==> src/rtl/mem_arb_pkg.sv <==
// rtl/mem_arb_pkg.sv - shared types and defaults for the data-memory arbiter
package mem_arb_pkg;

  typedef enum logic [1:0] {
    IDLE = 2'd0,
    BUSY = 2'd1,
    DONE = 2'd2
  } state_e;

  localparam int DEF_NCORES  = 2;
  localparam int DEF_TIMEOUT = 255;

  function automatic int idx_w(input int n);
    return (n > 1) ? $clog2(n) : 1;
  endfunction

endpackage

==> src/rtl/rr_pick.sv <==
// rtl/rr_pick.sv - combinational round-robin pick starting after the last served core
module rr_pick
  import mem_arb_pkg::*;
#(
  parameter int NCORES = DEF_NCORES,
  parameter int IW     = idx_w(NCORES)
) (
  input  logic [NCORES-1:0] req,
  input  logic [IW-1:0]     last,
  output logic [NCORES-1:0] grant,
  output logic [IW-1:0]     id
);

  logic [IW-1:0] cand;

  // Scan farthest-first so the nearest requester after last wins.
  always_comb begin
    grant = '0;
    id    = '0;
    cand  = '0;
    for (int off = NCORES; off >= 1; off--) begin
      cand = IW'((int'(last) + off) % NCORES);
      if (req[cand]) begin
        grant       = '0;
        grant[cand] = 1'b1;
        id          = cand;
      end
    end
  end

endmodule

==> src/rtl/mem_arbiter.sv <==
// rtl/mem_arbiter.sv - round-robin arbiter sharing one data memory among the cores
module mem_arbiter
  import mem_arb_pkg::*;
#(
  parameter int NCORES  = DEF_NCORES,
  parameter int AW      = 32,
  parameter int DW      = 32,
  parameter int TIMEOUT = DEF_TIMEOUT
) (
  input  logic                 clk,
  input  logic                 rst,
  input  logic [NCORES-1:0]    core_req,
  input  logic [NCORES-1:0]    core_we,
  input  logic [NCORES*AW-1:0] core_addr,
  input  logic [NCORES*DW-1:0] core_wdata,
  output logic [NCORES-1:0]    core_ack,
  output logic [DW-1:0]        core_rdata,
  output logic [NCORES-1:0]    core_stall,
  output logic                 core_err,
  output logic                 mem_req,
  output logic                 mem_we,
  output logic [AW-1:0]        mem_addr,
  output logic [DW-1:0]        mem_wdata,
  input  logic                 mem_ready,
  input  logic [DW-1:0]        mem_rdata
);

  localparam int IW = idx_w(NCORES);
  localparam int CW = (TIMEOUT > 0) ? $clog2(TIMEOUT + 1) : 1;
  localparam logic [CW-1:0] TMAX = CW'(TIMEOUT);

  state_e              state_q, state_d;
  logic [IW-1:0]       id_q, id_d;
  logic [IW-1:0]       last_q, last_d;
  logic                we_q, we_d;
  logic [AW-1:0]       addr_q, addr_d;
  logic [DW-1:0]       wdata_q, wdata_d;
  logic [CW-1:0]       cnt_q, cnt_d;
  logic [NCORES-1:0]   ack_q, ack_d;
  logic                err_q, err_d;
  logic [DW-1:0]       rdata_q, rdata_d;
  logic                req_q, req_d;

  logic [NCORES-1:0]   pick_grant;
  logic [IW-1:0]       pick_id;
  logic                timed_out;

  rr_pick #(
    .NCORES (NCORES),
    .IW     (IW)
  ) u_rr_pick (
    .req   (core_req),
    .last  (last_q),
    .grant (pick_grant),
    .id    (pick_id)
  );

  always_comb begin
    state_d   = state_q;
    id_d      = id_q;
    last_d    = last_q;
    we_d      = we_q;
    addr_d    = addr_q;
    wdata_d   = wdata_q;
    cnt_d     = cnt_q;
    ack_d     = ack_q;
    err_d     = err_q;
    rdata_d   = rdata_q;
    req_d     = req_q;
    timed_out = (TIMEOUT != 0) && (cnt_q == TMAX);

    case (state_q)
      IDLE: begin
        if (|pick_grant) begin
          id_d    = pick_id;
          we_d    = core_we[pick_id];
          addr_d  = core_addr[pick_id*AW +: AW];
          wdata_d = core_wdata[pick_id*DW +: DW];
          cnt_d   = '0;
          req_d   = 1'b1;
          state_d = BUSY;
        end
      end
      BUSY: begin
        cnt_d = cnt_q + CW'(1);
        // A real completion wins over a watchdog expiry in the same cycle.
        if (mem_ready || timed_out) begin
          req_d        = 1'b0;
          ack_d        = '0;
          ack_d[id_q]  = 1'b1;
          err_d        = ~mem_ready;
          last_d       = id_q;
          state_d      = DONE;
          if (!mem_ready) begin
            rdata_d = '0;
          end else if (!we_q) begin
            rdata_d = mem_rdata;
          end
        end
      end
      DONE: begin
        ack_d   = '0;
        err_d   = 1'b0;
        state_d = IDLE;
      end
      default: state_d = IDLE;
    endcase
  end

  always_ff @(posedge clk) begin
    if (rst) begin
      state_q <= IDLE;
      id_q    <= '0;
      last_q  <= IW'(NCORES - 1);
      we_q    <= 1'b0;
      addr_q  <= '0;
      wdata_q <= '0;
      cnt_q   <= '0;
      ack_q   <= '0;
      err_q   <= 1'b0;
      rdata_q <= '0;
      req_q   <= 1'b0;
    end else begin
      state_q <= state_d;
      id_q    <= id_d;
      last_q  <= last_d;
      we_q    <= we_d;
      addr_q  <= addr_d;
      wdata_q <= wdata_d;
      cnt_q   <= cnt_d;
      ack_q   <= ack_d;
      err_q   <= err_d;
      rdata_q <= rdata_d;
      req_q   <= req_d;
    end
  end

  assign core_ack   = ack_q;
  assign core_err   = err_q;
  assign core_rdata = rdata_q;
  assign core_stall = core_req & ~ack_q;
  assign mem_req    = req_q;
  assign mem_we     = we_q;
  assign mem_addr   = addr_q;
  assign mem_wdata  = wdata_q;

endmodule

==> config.mk <==
export PLATFORM = sky130hd
export DESIGN_NAME = mem_arbiter
export DESIGN_NICKNAME = d
export VERILOG_FILES = /design/src/rtl/mem_arb_pkg.sv /design/src/rtl/rr_pick.sv /design/src/rtl/mem_arbiter.sv
export SDC_FILE = /design/constraint.sdc
export NUM_CORES = 1
export LEC_CHECK = 0
export CAP_MARGIN = 10
export CORE_ASPECT_RATIO = 1.75
export CORE_MARGIN = 4
export CORE_UTILIZATION = 42
export CTS_BUF_LIST = sky130_fd_sc_hd__clkbuf_16
export CTS_CLUSTER_DIAMETER = 60
export DETAILED_ROUTE_END_ITERATION = 16
export GPL_TIMING_DRIVEN = 0
export PLACE_DENSITY = 0.9
export SLEW_MARGIN = 40
export SYNTH_ARGS = -nofsm -noshare
export SYNTH_HDL_FRONTEND = slang
export SYNTH_HIERARCHICAL = 1
export SYNTH_SLANG_ARGS = --single-unit
==> constraint.sdc <==
create_clock -name clk -period 5.4 [get_ports clk]
set_clock_uncertainty 0.2 [all_clocks]
set_input_delay 0.54 -clock clk [delete_from_list [all_inputs] [get_ports clk]]
set_output_delay 0.54 -clock clk [all_outputs]
set_load 0.05 [all_outputs]
==> flow_summary.ini <==
[detailed_routing]
wl_mm = 18.78
drtIter0Drc = 224
drc = 0
ant_nets = 0
vias_per_cell = 5.569
vias = 5396
wl_per_cell_um = 19.38
firstDrtPassIters = 4

[critical_path]
cp_data_arrival_time_ns = 2.02
crit_type = in2out
worstPathRequired_ns = 4.66
r2r-start = last_q
ff2ff_path_depth = 7
r2r-end = mem_addr[16]
endpoint_kind = output port
reg2reg_setup_slack_ns = 3.02
startpoint_type = input port
worst-path-max-fanout = 3

[timing]
finalSetupViolations = 0
rsz0062_at_grt = false
slew_headroom_pct = 53.84
finalHoldViolCount = 0
slew_violations = 0
finalCritPeriodShare_pct = 51.15
timing.final.crit_period_ns = 2.762
maxClockFrequency_mhz = 362.1
fin_setup_tns_ns = 0
worst_pin_slew_ns = 0.6924

[synthesis]
ys.warnings.count = 6
synth_edf_count = 0
seq_area_frac_synth_pct = 45.20
syn_avg_cell_area_um2 = 9.372
synth_cell_types = 41
async_reset_ff_share_pct = 0
ys_ff_latch = 113
syn_nets = 702
syn_inst = 534
synth-main-ff-cell = dfxtp_1
syn_area_um2 = 5005

[clock_tree]
postCtsSetupBuffers = 0
cts_resized = 0
h-tree-depth = 4
numClockSinks = 113
clk_pin_slew_worst_paths_ns = 0.05
cts_hold_buffers = 0
cts-root-buf = clkbuf_16
cts_tree = built
clock_latency_ns = 0.41
clk_path_buf_depth = 2
cts_buffers = 17

[placement]
dpl_cell_area_um2 = 7856
dp_hpwl_mm = 14.68
gp_congestion = 0.9089
io_buffers = 268
place_inst = 937

[min_path]
worstHoldEndpoint = last_q
hold_path_class = reg2reg
whs_path_depth = 1
hold_start = last_q

[global_route]
grt-ovfl-total = 0
grt_pass1_wl_mm = 29.50
grt_pass1_vias = 5793
grt_max_degree = 17
grt_usage_pct = 26.54
antenna_found_initial = 0

[final_layout]
syn_to_final_growth_pct = 69.30
final_common_cell = clkdlybuf4s50_1
final_cell_mix = clkdlybuf4s50_1 (268), dfxtp_1 (113), nor2_1 (73)
drive_above_1_share_pct = 8.034
fin_util_pct = 72.75
finalNonFillerCells = 969
final_nets = 989
fin_area_um2 = 8473
antenna_cells = 0

[floorplanning]
die_w_um = 90.52
start_util_pct = 42.97
die_area_um2 = 13800
die_h_um = 152.4
io_pins = 270
core_area_um2 = 11650
rows = 52

[status]
outcome = complete, no violations

[power]
irDropWorstVdd_uv = 232.2
p_per_area_nw_per_um2 = 350.7
leakage_nw = 3.053
total_power_mw = 2.972

[run]
max-cap-violations = 0
## layout make-up
cell class	count	area (um^2)
Clock buffer	17	425.4
Fill cell	845	3173
Buffer	51	265.3
Sequential cell	113	2262
Clock inverter	15	191.4
Tap cell	135	168.9
Inverter	4	15.01
Multi-Input combinational cell	366	2462
Timing Repair Buffer	268	2683
## cell families after synthesis
logic type / synth area share [%]
buf+inv: 5.600
compound gates: 23.45
simple gates: 12.50
fa+ha+maj: 0.2500
flops: 45.20
mux: 13.00
## metal layers
layer	global-route usage [%]	routed length (um)	vias to the layer above
met5	0	0	-
met2	51.72	10420	265
met3	7.312	1339	65
met4	13.29	843	0
li1	-	-	2548
met1	24.46	6174	2518
## worst max-delay path, stage by stage
cell,delay [ns]
clkdlybuf4s50_1,0.52
nor2b_1,0.15
clkdlybuf4s50_1,0.81
## sequential cells by signal, summed over array words and instances (netlist names)
register / count
state_q: 2
last_q: 1
core_ack: 2
mem_addr: 32
id_q: 1
core_rdata: 32
mem_req: 1
cnt_q: 8
core_err: 1
mem_wdata: 32
mem_we: 1
## cell usage after synthesis (2+ instances only)
cell type	instances	area, um^2
a311oi_1	23	201.4
mux2i_1	65	650.6
or3_1	3	18.77
o2111ai_1	2	17.52
nor3_1	2	10.01
nand3_1	5	25.02
o211ai_1	3	22.52
a31oi_1	4	25.02
buf_1	6	22.52
nor2_1	73	274.0
nor2b_1	2	12.51
or2_2	4	25.02
inv_1	4	15.01
nand2b_1	2	12.51
a21boi_1	2	15.01
a211oi_1	65	488.0
buf_4	2	15.01
clkbuf_1	25	93.84
nand2_1	37	138.9
dfxtp_1	113	2262
buf_6	7	78.83
a311oi_2	9	135.1
and3_1	2	12.51
nand4_1	5	31.28
o21ai_0	3	15.01
buf_2	11	55.05
a21oi_1	41	205.2
## power by group
part	switching (mW)	leakage, nW	total [mW]	internal, mW
registers	0.0461	0.929	0.957	0.911
logic	0.513	1.82	0.847	0.334
clock network	0.400	0.298	1.17	0.768
total	0.959	3.05	2.97	2.01
## worst max path at each step
stage               endpoint   startpoint  depth (start not counted)
2_1_floorplan   mem_addr[30]  core_req[1]                          8
3_3_place_gp    mem_addr[20]  core_req[1]                          8
3_5_place_dp    mem_addr[16]  core_req[1]                          8
4_1_cts         mem_addr[16]  core_req[1]                          8
5_1_grt         mem_addr[16]  core_req[1]                          8
6_report       core_stall[0]  core_req[0]                          3
## through the flow
stage	worst slack [ns]	hold slack [ns]
6_report	2.638	0.2964
5_1_grt	2.444	0.3183
4_1_cts	2.583	0.2970
3_5_place_dp	2.164	0.2893
3_3_place_gp	2.185	0.2764
2_1_floorplan	3.339	0.2585
Note: power is estimated with default switching activity, not from simulation.
